===== config.mk =====
export PLATFORM = sky130hd
export DESIGN_NAME = multdiv_unit
export DESIGN_NICKNAME = d
export VERILOG_FILES = /design/src/rtl/multdiv_unit.sv
export SDC_FILE = /design/constraint.sdc
export NUM_CORES = 1
export LEC_CHECK = 0
export ABC_CLOCK_PERIOD_IN_PS = 7800
export CORE_MARGIN = 5
export CORE_UTILIZATION = 45
export DETAILED_ROUTE_END_ITERATION = 8
export PLACE_DENSITY = 0.75
export REMOVE_ABC_BUFFERS = 1
export SLEW_MARGIN = 20
export SYNTH_ARGS = -nofsm -noshare
export SYNTH_HDL_FRONTEND = slang
export SYNTH_SLANG_ARGS = --single-unit

===== constraint.sdc =====
create_clock -name clock -period 7.8 [get_ports clock]
set_input_delay 1.95 -clock clock [delete_from_list [all_inputs] [get_ports clock]]
set_output_delay 1.95 -clock clock [all_outputs]
set_load 0.05 [all_outputs]

===== src/rtl/multdiv_unit.sv =====
// Iterative signed mul/div beside X: 33-cycle accept-to-mul_rdy (div-by-zero: 1), stall holds a new mul/div in D/X while occupied.
// Optional MULDIV_EARLY_OUT_EN: multiply finishes as soon as the remaining multiplier bits are zero.
module multdiv_unit #(
  parameter int         WIDTH  = 32,
  parameter logic [4:0] OP_MUL = 5'b00110,
  parameter logic [4:0] OP_DIV = 5'b00111
) (
  input  logic             clock,
  input  logic             reset,
  input  logic [31:0]      dx_ir,
  input  logic [WIDTH-1:0] operand_a,
  input  logic [WIDTH-1:0] operand_b,
  input  logic             flush,
  output logic [31:0]      mul_ir,
  output logic             mul_rdy,
  output logic [WIDTH-1:0] result,
  output logic             exception,
  output logic             busy,
  output logic             stall
);

  typedef enum logic [1:0] {S_IDLE, S_BUSY, S_DONE} state_t;

  state_t               state_q;
  logic [5:0]           cnt_q;
  logic [31:0]          mul_ir_q;
  logic                 is_div_q;
  logic                 neg_q;
  logic [2*WIDTH-1:0]   acc_q;
  logic [2*WIDTH-1:0]   mcand_q;
  logic [WIDTH-1:0]     mplier_q;
  logic [WIDTH-1:0]     result_q;
  logic                 exc_q;
  logic                 rdy_q;

  logic                 dx_muldiv;
  logic                 dx_is_div;
  logic                 accept;
  logic [WIDTH-1:0]     a_abs;
  logic [WIDTH-1:0]     b_abs;
  logic [2*WIDTH-1:0]   mul_acc_d;
  logic [2*WIDTH-1:0]   mcand_d;
  logic [WIDTH-1:0]     mplier_d;
  logic [WIDTH:0]       rem_sh;
  logic [WIDTH:0]       diff;
  logic [2*WIDTH-1:0]   div_acc_d;
  logic [2*WIDTH-1:0]   acc_d;
  logic [2*WIDTH-1:0]   prod_s;
  logic [WIDTH-1:0]     quo_s;
  logic [WIDTH-1:0]     fin_result;
  logic                 fin_exc;
  logic                 last_iter;

  always_comb begin
    dx_muldiv = (dx_ir[31:27] == 5'd0) && ((dx_ir[6:2] == OP_MUL) || (dx_ir[6:2] == OP_DIV));
    dx_is_div = (dx_ir[6:2] == OP_DIV);
    accept    = dx_muldiv && !flush && (state_q == S_IDLE);
    a_abs     = operand_a[WIDTH-1] ? -operand_a : operand_a;
    b_abs     = operand_b[WIDTH-1] ? -operand_b : operand_b;

    // Shift-add: multiplicand walks left, multiplier walks right.
    mul_acc_d = mplier_q[0] ? (acc_q + mcand_q) : acc_q;
    mcand_d   = {mcand_q[2*WIDTH-2:0], 1'b0};
    mplier_d  = {1'b0, mplier_q[WIDTH-1:1]};

    // Restoring division on {remainder, dividend/quotient}; divisor sits in mcand_q low word.
    rem_sh    = acc_q[2*WIDTH-1:WIDTH-1];
    diff      = rem_sh - {1'b0, mcand_q[WIDTH-1:0]};
    div_acc_d = diff[WIDTH] ? {rem_sh[WIDTH-1:0], acc_q[WIDTH-2:0], 1'b0}
                            : {diff[WIDTH-1:0],   acc_q[WIDTH-2:0], 1'b1};

    acc_d      = is_div_q ? div_acc_d : mul_acc_d;
    prod_s     = neg_q ? -acc_d : acc_d;
    quo_s      = neg_q ? -acc_d[WIDTH-1:0] : acc_d[WIDTH-1:0];
    fin_result = is_div_q ? quo_s : prod_s[WIDTH-1:0];
    // A positive quotient with bit 31 set only arises from MIN / -1.
    fin_exc    = is_div_q ? (!neg_q && acc_d[WIDTH-1])
                          : (prod_s[2*WIDTH-1:WIDTH] != {WIDTH{prod_s[WIDTH-1]}});

`ifdef MULDIV_EARLY_OUT_EN
    last_iter = (cnt_q == 6'(WIDTH-1)) || (!is_div_q && (mplier_d == '0));
`else
    last_iter = (cnt_q == 6'(WIDTH-1));
`endif
  end

  always_ff @(posedge clock or posedge reset) begin
    if (reset) begin
      state_q  <= S_IDLE;
      cnt_q    <= '0;
      mul_ir_q <= '0;
      is_div_q <= 1'b0;
      neg_q    <= 1'b0;
      acc_q    <= '0;
      mcand_q  <= '0;
      mplier_q <= '0;
      result_q <= '0;
      exc_q    <= 1'b0;
      rdy_q    <= 1'b0;
    end else begin
      case (state_q)
        S_IDLE: begin
          rdy_q <= 1'b0;
          if (accept) begin
            mul_ir_q <= dx_ir;
            is_div_q <= dx_is_div;
            neg_q    <= operand_a[WIDTH-1] ^ operand_b[WIDTH-1];
            cnt_q    <= '0;
            result_q <= '0;
            exc_q    <= 1'b0;
            if (dx_is_div) begin
              acc_q    <= {{WIDTH{1'b0}}, a_abs};
              mcand_q  <= {{WIDTH{1'b0}}, b_abs};
              mplier_q <= '0;
            end else begin
              acc_q    <= '0;
              mcand_q  <= {{WIDTH{1'b0}}, a_abs};
              mplier_q <= b_abs;
            end
            if (dx_is_div && (operand_b == '0)) begin
              state_q <= S_DONE;
              rdy_q   <= 1'b1;
              exc_q   <= 1'b1;
            end else begin
              state_q <= S_BUSY;
            end
          end
        end
        S_BUSY: begin
          acc_q    <= acc_d;
          mcand_q  <= is_div_q ? mcand_q : mcand_d;
          mplier_q <= mplier_d;
          cnt_q    <= cnt_q + 6'd1;
          if (last_iter) begin
            state_q  <= S_DONE;
            rdy_q    <= 1'b1;
            result_q <= fin_result;
            exc_q    <= fin_exc;
          end
        end
        S_DONE: begin
          state_q  <= S_IDLE;
          rdy_q    <= 1'b0;
          mul_ir_q <= '0;
        end
        default: begin
          state_q <= S_IDLE;
          rdy_q   <= 1'b0;
        end
      endcase
    end
  end

  assign mul_ir    = mul_ir_q;
  assign mul_rdy   = rdy_q;
  assign result    = result_q;
  assign exception = exc_q;
  assign busy      = (state_q != S_IDLE);
  assign stall     = dx_muldiv && (state_q != S_IDLE);

endmodule


==> reports/qor.csv, run 1 <==
stage,metric,value,unit
sta,fmaxAchievable,149.0,MHz
die,coreArea,0.04656,mm²
logic_synthesis,synth-edff-count,0,
placement,dpl.hpwl,60900,µm
die,io_pins,167,
pwr,power_switching,4.643,mW
global_routing,antenna_found_initial,0,
sta,min_period,6.711,ns
worst_setup_path,arrival,7.19,ns
die,die-area,0.05142,mm²
sta,setup_violations,0,
global_routing,grt_max_degree,130,
worst_setup_path,crit_required,8.28,ns
clocking,cts_sinks,236,
logic_synthesis,yosys_warnings,0,
pwr,max-vdd-ir-drop,0.2776,mV
detailed_routing,drtAntennaViolNets,0,
logic_synthesis,synth_top_family_by_area,compound AO/OA/AOI/OAI gates,
finish,area_delta_synth_final,15.05,%
sta,slew-limit-headroom,0.2631,
pwr,p_int,4.492,mW
logic_synthesis,synth.avg_cell_area,7.970,µm²
logic_synthesis,synthMuxAreaShare,0.03515,
die,fp.dieW,226.8,µm
clocking,clock_latency,0.60,ns
pwr,pwr-share-seq,0.198,
sta,setup_ws,1.089,ns
hold_path,hold_class,flop to flop,
worst_setup_path,cp-end-kind,flop,
placement,placed_cell_area,0.02323,mm²
finish,final_common_cell,nand2_1,
logic_synthesis,synth_xor_area_frac,0.06627,
die,num_rows,79,
sta,drv_slew,0,
finish,layout_common_cells,"nand2_1, dfrtp_1, o21ai_0, a21oi_1, clkdlybuf4s50_1",
finish,drive_gt1_frac,0.06599,
clocking,clock_path_buffers,3,
detailed_routing,drt_wl_total,81160,µm
logic_synthesis,synth_compound_area_frac,0.2927,
sta,fin_skew,0.01466,ns
clocking,ctsResizeCount,0,
placement,placed_cells,3296,
placement,dpl_worst_slack,1.261,ns
logic_synthesis,synthAdderAreaFrac,0.06047,
clocking,htreeDepth,1,
finish,diodes,0,
logic_synthesis,synth_seq_cells,236,
placement,port_buffers,166,
global_routing,grt_usage,0.3056,
clocking,ctsHoldBuffers,0,
sta,fin_tns_setup,0,ns
placement,gp_congestion,0.9737,
logic_synthesis,syn_inst,2653,
logic_synthesis,ys.flop_type,dfrtp_1,
logic_synthesis,seq_area_frac_synth,0.2793,
global_routing,grt_pass1_vias,21390,
clocking,cts_setup_buffers,0,
worst_setup_path,start_kind,flop,
sta,tightestPinTransition,1.099,ns
finish,nets,2920,
run,maxCapViolCount,0,
global_routing,grt-ovfl-total,0,
sta,rsz0062_at_grt,false,
sta,fin_crit_sh,0.8604,
detailed_routing,vias,21820,
clocking,cts_tree,done,
finish,final_core_util,0.5226,
finish,final_cells,3350,
finish,final_area,0.02433,mm²
detailed_routing,drt-vias-per-instance,6.513,
logic_synthesis,synthArstFlopShare,1.000,
logic_synthesis,synthSimpleGateAreaFrac,0.2188,
clocking,cts_root_buf,clkbuf_16,
pwr,p_sw_frac,0.5083,
die,initial_core_util,0.4542,
pwr,leakagePower,10.19,nW
sta,fin_hold_ws,0.4802,ns
logic_synthesis,netlist_area,0.02115,mm²
worst_setup_path,crit_type,flop to flop,
pwr,pwr_density_cell,375.5,mW/mm²
global_routing,grt_pass1_wl,124800,µm
worst_setup_path,crit_fanout,6,
sta,hold_viol,0,
pwr,p_clk_frac,0.170,
detailed_routing,first_pass_iters,6,
die,die_y,226.8,µm
pwr,combinationalPowerShare,0.632,
detailed_routing,drtIter0Drc,2248,
pwr,p_total,9.135,mW
clocking,clk_pin_slew_worst_paths,0.07,ns
detailed_routing,drc,0,
clocking,cts_inserted_buffers,29,
detailed_routing,wire_per_inst,24.23,µm
logic_synthesis,ys_types,112,
run_status,status,"finished, final reports clean",
## cell usage after synthesis, types with 54 or more instances
master      n  area [µm²]
a21oi_1   175       875.8
clkbuf_1  108       405.4
ha_1       99        1239
mux2i_1    63       630.6
nor3_1     54       270.3
nor2_1    159       596.8
dfrtp_1   236        5906
xor2_1     87       762.0
nand3_1    94       470.5
o21ai_0   216        1081
inv_1      74       277.8
xnor2_1    73       639.4
nand2_1   351        1318
## cell type report
cell class	instances	area, µm²
multi-input cells	2172	14310
flip-flops and latches	236	5908
well taps	607	759.5
clock buffers	37	825.8
inverters	75	289.0
repair buffers	206	1974
clock inverters	17	262.8
fillers	4385	22230
## worst paths after layout
| check | start | cells past startpoint | slack (ns) | endpoint |
|---|---|---|---|---|
| min in group asynchronous | reset | 2 | 1.87 | result[23] |
| hold reg to reg | mul_ir[4] | 2 | 0.48 | mul_ir[4] |
| hold / removal | mul_ir[4] | 2 | 0.48 | mul_ir[4] |
| max in group asynchronous | reset | 3 | 4.70 | mcand_q[48] |
| setup / recovery | acc_q[31] | 23 | 1.09 | exception |
| setup reg to reg | acc_q[31] | 23 | 1.09 | exception |
## power groups by stage
stage	clock [mW]	combinational (mW)	sequential, mW
after floorplan	0	3.83	1.86
after global placement	0	5.57	1.81
after global routing	1.63	6.24	1.84
after detailed placement	0	5.62	1.82
final	1.55	5.77	1.81
after CTS	1.56	5.66	1.80
## cells by family after synthesis
kind of cell	count (synthesis)
and+or+nand+nor	931
AOI/OAI and AO/OA	908
buffers and inverters	245
DFF	236
xor gates and xnor gates	160
adders and majority gates	101
muxes	72
## sequential cells by signal, indices dropped and copies added, names as in the netlist
register,cells
mul_ir,32
result,32
acc_q,64
is_div_q,1
mplier_q,32
cnt_q,6
mcand_q,64
exception,1
state_q,2
neg_q,1
mul_rdy,1
## metal layers
metal,vias to the layer above,global-route usage,share of wire
met4,0,0.1324,0.054
met3,211,0.04933,0.075
met2,993,0.4876,0.45
li1,10040,-,-
met5,-,0,0
met1,10570,0.4115,0.42
## worst max-delay path: stages, from the launching register on
cell and delay [ns]:
dfrtp_1 0.46, inv_1 0.10, ha_1 0.17, inv_1 0.06, fa_1 0.43, a211oi_2 0.29
nor3_2 0.13, o311ai_2 0.41, nand3b_1 0.33, a2111oi_0 0.42, or3_1 0.27, ha_1 0.19
and3_1 0.28, nand4_1 0.35, nand2b_1 0.32, nor4_4 0.43, nand4_2 0.19, or4_1 0.61
or3_4 0.37, a21oi_1 0.14, o21ai_0 0.10, o21ai_1 0.11, a31oi_1 0.11, o31a_1 0.30
Power figures use the tool's default switching activity.
==> inputs of run 2 (changes only) <==
==> constraint.sdc (replaced) <==
create_clock -name clock -period 7.8 [get_ports clock]
set_input_delay 1.95 -clock clock [delete_from_list [all_inputs] [get_ports clock]]
set_output_delay 1.95 -clock clock [all_outputs]
set_load 0.02 [all_outputs]
==> reports/qor.csv, run 2 (synthesis results as in run 1) <==
stage,metric,value,unit,change
run_status,status,"finished, final reports clean",,
worst_setup_path,crit_fanout,12,,+6
finish,area_delta_synth_final,14.23,%,
placement,gp_congestion,1.001,,+2.8%
die,fp.dieW,226.8,µm,unchanged
clocking,cts_tree,done,,
die,initial_core_util,0.4542,,unchanged
sta,setup_violations,0,,unchanged
finish,final_area,0.02415,mm²,-0.72%
global_routing,grt_pass1_vias,21100,,-1.4%
finish,top_regs,"acc_q: 64 flops, mcand_q: 64 flops",,
finish,layout_common_cells,"nand2_1, dfrtp_1, o21ai_0, a21oi_1, clkdlybuf4s50_1",,
pwr,pwr-share-seq,0.205,,+0.007
clocking,ctsHoldBuffers,0,,unchanged
global_routing,grt_pass1_wl,124000,µm,-0.71%
pwr,p_int,4.314,mW,-3.9%
detailed_routing,drt-vias-per-instance,6.483,,-0.45%
sta,fin_tns_setup,0,ns,unchanged
worst_setup_path,arrival,7.15,ns,-0.04 ns
die,num_rows,79,,unchanged
clocking,cts_inserted_buffers,29,,unchanged
pwr,power_switching,4.531,mW,-2.4%
finish,final_common_cell,nand2_1,,
finish,nets,2919,,-0.034%
die,die-area,0.05142,mm²,unchanged
worst_setup_path,worstPathBufferInverterCount,4,,+2
placement,placed_cell_area,0.02322,mm²,about the same
clocking,clock_latency,0.60,ns,about the same
worst_setup_path,cp_slowest_cell,a2111oi_0,,
global_routing,antenna_found_initial,1,,+1
worst_setup_path,cp_common_cell,inv_1,,
detailed_routing,drt_wl_total,80790,µm,-0.46%
die,die_y,226.8,µm,unchanged
sta,min_period,6.664,ns,-0.04736 ns
clocking,htreeDepth,1,,unchanged
worst_setup_path,cp-end-kind,flop,,
clocking,cts_root_buf,clkbuf_16,,
finish,final_cells,3348,,-0.060%
sta,slew-limit-headroom,0.2768,,+0.01372
finish,multi_input_area,0.01430,mm²,about the same
detailed_routing,drc,0,,unchanged
detailed_routing,first_pass_iters,6,,unchanged
global_routing,grt-ovfl-total,0,,unchanged
worst_setup_path,critical-path-max-stage-delay,0.49,ns,-0.12 ns
finish,diodes,0,,unchanged
die,coreArea,0.04656,mm²,unchanged
clocking,cts_sinks,236,,unchanged
worst_setup_path,crit_type,flop to flop,,
run,maxCapViolCount,0,,unchanged
pwr,max-vdd-ir-drop,0.2178,mV,-22%
clocking,ctsResizeCount,0,,unchanged
die,io_pins,167,,unchanged
worst_setup_path,crit_chain,inv_1 > ha_1 > inv_1 > fa_1 > a211oi_2 > nor3_2 > o311ai_2 > nand3b_1 > a2111oi_0 > or3_1 > ha_1 > and3_1 > nand4_1 > nand4b_1 > nor4b_2 > nand4_1 > buf_4 > or3_1 > o31ai_2 > xor2_1 > inv_1 > nor3_1 > a31oi_1 > o31a_1,,
sta,hold_viol,0,,unchanged
pwr,p_total,8.845,mW,-3.2%
placement,placed_cells,3295,,-0.030%
placement,port_buffers,166,,unchanged
finish,drive_gt1_frac,0.06275,,-0.003235
pwr,p_sw_frac,0.5122,,+0.003935
pwr,p_clk_frac,0.151,,-0.019
sta,tightestPinTransition,1.085,ns,-0.01396 ns
sta,rsz0062_at_grt,false,,
clocking,cts_setup_buffers,0,,unchanged
detailed_routing,vias,21710,,-0.51%
worst_setup_path,cp_top_family,simple AND/OR/NAND/NOR gates,,
detailed_routing,drtAntennaViolNets,0,,unchanged
global_routing,grt_max_degree,134,,+3.1%
clocking,clk_pin_slew_worst_paths,0.06,ns,about the same
global_routing,grt_usage,0.3042,,-0.001382
finish,fill_cells,4386,,+0.023%
placement,dpl.hpwl,60700,µm,-0.32%
worst_setup_path,crit_required,8.28,ns,about the same
sta,fin_crit_sh,0.8544,,-0.006072
sta,fmaxAchievable,150.1,MHz,+0.71%
pwr,leakagePower,10.11,nW,-0.79%
detailed_routing,wire_per_inst,24.13,µm,-0.40%
hold_path,hold_class,flop to flop,,
finish,regArea,0.005908,mm²,unchanged
sta,drv_slew,0,,unchanged
clocking,clock_path_buffers,3,,unchanged
pwr,pwr_density_cell,366.2,mW/mm²,-2.5%
pwr,combinationalPowerShare,0.644,,+0.012
detailed_routing,drtIter0Drc,2294,,+2.0%
sta,fin_skew,0.01358,ns,-0.001078 ns
worst_setup_path,start_kind,flop,,
==> run 2: metrics by stage <==
step | hold slack, ns | utilization | setup slack, ns
after floorplan | 0.4502 | - | -0.6247
after global placement | 0.4643 | 0.4988 | 1.409
after detailed placement | 0.4702 | 0.4988 | 1.300
after CTS | 0.4840 | 0.5186 | 1.223
after global routing | 0.5047 | 0.5188 | 0.7310
final | 0.4791 | 0.5188 | 1.136
==> run 2: power by group through the flow <==
stage,sequential [mW],combinational [mW],clock [mW]
after floorplan,1.78,3.83,0
after global placement,1.81,5.48,0
after detailed placement,1.82,5.53,0
after CTS,1.80,5.57,1.35
after global routing,1.84,6.16,1.41
final,1.81,5.70,1.33
==> run 2: layout make-up <==
cell class,instances,area share
Clock buffer,41,0.03398
Sequential cell,236,0.2446
Inverter,75,0.01197
Multi-Input combinational cell,2172,0.5922
Clock inverter,12,0.004351
Tap cell,607,0.03144
Timing Repair Buffer,205,0.08143
==> run 2: layer usage <==
layer  GRT usage  share of wire  vias up  routed length (µm)
met5           0              0        -                   0
met4     0.09664          0.037        0                2954
met3     0.04894          0.073      170                5896
met2      0.4984           0.46      936               37560
met1      0.4135           0.43    10570               34380
li1            -              -    10040                   -
==> run 2: worst register-to-register path: stages (launching register included) <==
cell	delay, ns
dfrtp_1	0.45
inv_1	0.09
ha_1	0.17
inv_1	0.06
fa_1	0.44
a211oi_2	0.27
nor3_2	0.12
o311ai_2	0.40
nand3b_1	0.29
a2111oi_0	0.49
or3_1	0.26
ha_1	0.20
and3_1	0.25
nand4_1	0.34
nand4b_1	0.33
nor4b_2	0.43
nand4_1	0.15
buf_4	0.22
or3_1	0.44
o31ai_2	0.27
xor2_1	0.22
inv_1	0.07
nor3_1	0.18
a31oi_1	0.11
o31a_1	0.31
==> run 2: path summary, 6_finish.rpt <==
| check | slack, ns | end | cells after the start | from |
|---|---|---|---|---|
| hold / removal | 0.48 | result[15] | 2 | result[15] |
| setup / recovery | 1.14 | exception | 24 | acc_q[31] |
| max in group asynchronous | 4.72 | mcand_q[51] | 3 | reset |
| hold reg to reg | 0.48 | result[15] | 2 | result[15] |
| min in group asynchronous | 1.85 | result[23] | 2 | reset |
| setup reg to reg | 1.14 | exception | 24 | acc_q[31] |
==> inputs of run 3 (changes only) <==
Settings changed: CTS_CLUSTER_DIAMETER set to 50.
==> reports/qor.csv, run 3 (synthesis results as in run 1) <==
stage,metric,value,unit,change
worst_setup_path,cp-end-kind,flop,,
detailed_routing,drtAntennaViolNets,0,,unchanged
clocking,cts_inserted_buffers,36,,+24%
clocking,clk_pin_slew_worst_paths,0.06,ns,about the same
detailed_routing,wire_per_inst,24.07,µm,-0.24%
hold_path,min_from,result[15],,
die,initial_core_util,0.4542,,unchanged
worst_setup_path,start_kind,flop,,
global_routing,gr-usage-met3,0.05373,,+0.004790
detailed_routing,drt_wl_total,80900,µm,+0.14%
clocking,ctsHoldBuffers,0,,unchanged
clocking,cts_root_buf,clkbuf_16,,
pwr,leakagePower,10.23,nW,+1.2%
run,maxCapViolCount,0,,unchanged
placement,port_buffers,166,,unchanged
detailed_routing,first_pass_iters,6,,unchanged
sta,slew-limit-headroom,0.2816,,+0.004759
global_routing,grt_pass1_wl,124100,µm,about the same
die,fp.dieW,226.8,µm,unchanged
worst_setup_path,crit_fanout,6,,-6
clocking,ctsResizeCount,0,,unchanged
global_routing,grt_max_degree,134,,unchanged
sta,fin_skew,0.02633,ns,+0.01275 ns
pwr,combinationalPowerShare,0.625,,-0.019
sta,tightestPinTransition,1.078,ns,-0.007138 ns
sta,fin_crit_sh,0.8525,,-0.001837
worst_setup_path,ff2ff_setup_slack,1.15,ns,about the same
global_routing,grt_pass1_vias,21240,,+0.64%
sta,fmaxAchievable,150.4,MHz,+0.22%
sta,rsz0062_at_grt,false,,
global_routing,grt_usage,0.3060,,+0.001802
placement,dpl.hpwl,60700,µm,unchanged
worst_setup_path,crit_type,flop to flop,,
sta,drv_slew,0,,unchanged
sta,hold_viol,0,,unchanged
worst_setup_path,reg2reg_to,exception,,
finish,area_delta_synth_final,15.57,%,
clocking,cts_setup_buffers,0,,unchanged
hold_path,holdPathStages,2,,unchanged
detailed_routing,drt-vias-per-instance,6.467,,-0.26%
worst_setup_path,reg2regPathDepth,23,,-4.2%
detailed_routing,drc,0,,unchanged
detailed_routing,vias,21730,,+0.13%
global_routing,grt.busiest_layer,met2,,
placement,gp_congestion,1.001,,unchanged
finish,final_area,0.02444,mm²,+1.2%
worst_setup_path,r2r_start,acc_q[31],,
die,coreArea,0.04656,mm²,unchanged
detailed_routing,drtIter0Drc,2111,,-8.0%
worst_setup_path,crit_required,8.24,ns,-0.04 ns
hold_path,min_to,result[15],,
global_routing,grtUsageMet2,0.4982,,about the same
pwr,pwr_density_cell,373.4,mW/mm²,+2.0%
global_routing,grt_util_met1,0.4095,,-0.004060
sta,setup_violations,0,,unchanged
die,io_pins,167,,unchanged
clocking,cts_sinks,236,,unchanged
pwr,power_switching,4.629,mW,+2.2%
finish,drive_gt1_frac,0.06826,,+0.005514
pwr,p_int,4.496,mW,+4.2%
sta,min_period,6.650,ns,-0.01433 ns
die,die_y,226.8,µm,unchanged
clocking,clock_path_buffers,3,,unchanged
clocking,htreeDepth,2,,+1
global_routing,antenna_found_initial,1,,unchanged
pwr,p_clk_frac,0.176,,+0.025
run_status,status,"finished, final reports clean",,
hold_path,hold_class,flop to flop,,
pwr,pwr-share-seq,0.199,,-0.006
finish,layout_common_cells,"nand2_1, dfrtp_1, o21ai_0, a21oi_1, clkdlybuf4s50_1",,
die,die-area,0.05142,mm²,unchanged
global_routing,grt-ovfl-total,0,,unchanged
finish,top_regs,"acc_q: 64 flops, mcand_q: 64 flops",,
pwr,p_total,9.126,mW,+3.2%
clocking,cts_tree,done,,
finish,nets,2926,,+0.24%
placement,placed_cell_area,0.02322,mm²,unchanged
worst_setup_path,arrival,7.09,ns,-0.06 ns
pwr,p_sw_frac,0.5073,,-0.004951
clocking,clock_latency,0.57,ns,-0.03 ns
die,num_rows,79,,unchanged
finish,final_common_cell,nand2_1,,
sta,fin_tns_setup,0,ns,unchanged
finish,diodes,0,,unchanged
pwr,max-vdd-ir-drop,0.2527,mV,+16%
-- run 3: cell count changes in the layout (fill, tap and decap cells not counted), sizes merged --
cell	before	now
inv	75	78
clkinvlp	2	5
clkbuf	41	44
clkinv	9	13
-- run 3: final cells by class --
| cell class | count | area (µm²) |
|---|---|---|
| well taps | 607 | 759.5 |
| multi-input cells | 2172 | 14300 |
| clock buffers | 44 | 970.9 |
| clock inverters | 22 | 240.2 |
| fillers | 4338 | 22120 |
| repair buffers | 205 | 1967 |
| inverters | 75 | 289.0 |
| flip-flops and latches | 236 | 5908 |
-- run 3: critical path, stage by stage (launching register included) --
cell and delay [ns]:
dfrtp_1 0.45, inv_1 0.09, ha_1 0.17, inv_1 0.06
fa_1 0.44, a211oi_2 0.27, nor3_2 0.12, o311ai_2 0.41
nand3b_1 0.28, a2111oi_0 0.48, or3_1 0.26, ha_1 0.20
and3_1 0.26, nand4_1 0.32, nand2b_1 0.32, nor4_4 0.47
nand4_2 0.19, or4_1 0.62, or3_4 0.36, a21oi_1 0.15
o21ai_0 0.09, o21ai_1 0.10, a31oi_1 0.11, o31a_1 0.31
-- run 3: worst max-delay path by stage --
stage,slack [ns],depth (start not counted),from,endpoint
global placement,1.41,24,acc_q[31],exception
global route,0.74,24,acc_q[31],exception
floorplan,-0.62,1,reset,acc_q[0]
finish,1.15,23,acc_q[31],exception
detailed placement,1.30,24,acc_q[31],exception
CTS,1.22,24,acc_q[31],exception
-- run 3: per-stage QoR --
stage / cells / setup slack (ns) / util / hold WS (ns)
finish: 3361 / 1.150 / 0.5249 / 0.4800
detailed placement: 3295 / 1.300 / 0.4988 / 0.4702
floorplan: 2483 / -0.6247 / - / 0.4502
global placement: 3295 / 1.409 / 0.4988 / 0.4643
CTS: 3361 / 1.224 / 0.5248 / 0.4834
global route: 3361 / 0.7437 / 0.5249 / 0.5041
-- run 3: power groups by stage --
stage,Combinational (mW),Clock [mW],Sequential [mW]
after floorplan,3.83,0,1.78
after global placement,5.48,0,1.81
after detailed placement,5.53,0,1.82
after CTS,5.57,1.64,1.80
after global routing,6.16,1.69,1.84
final,5.70,1.61,1.81
-- run 3: metal layers --
metal / wire, µm / vias to the layer above
met5: 0 / -
met4: 3193 / 0
met3: 6014 / 183
met2: 37340 / 891
met1: 34350 / 10590
li1: - / 10070
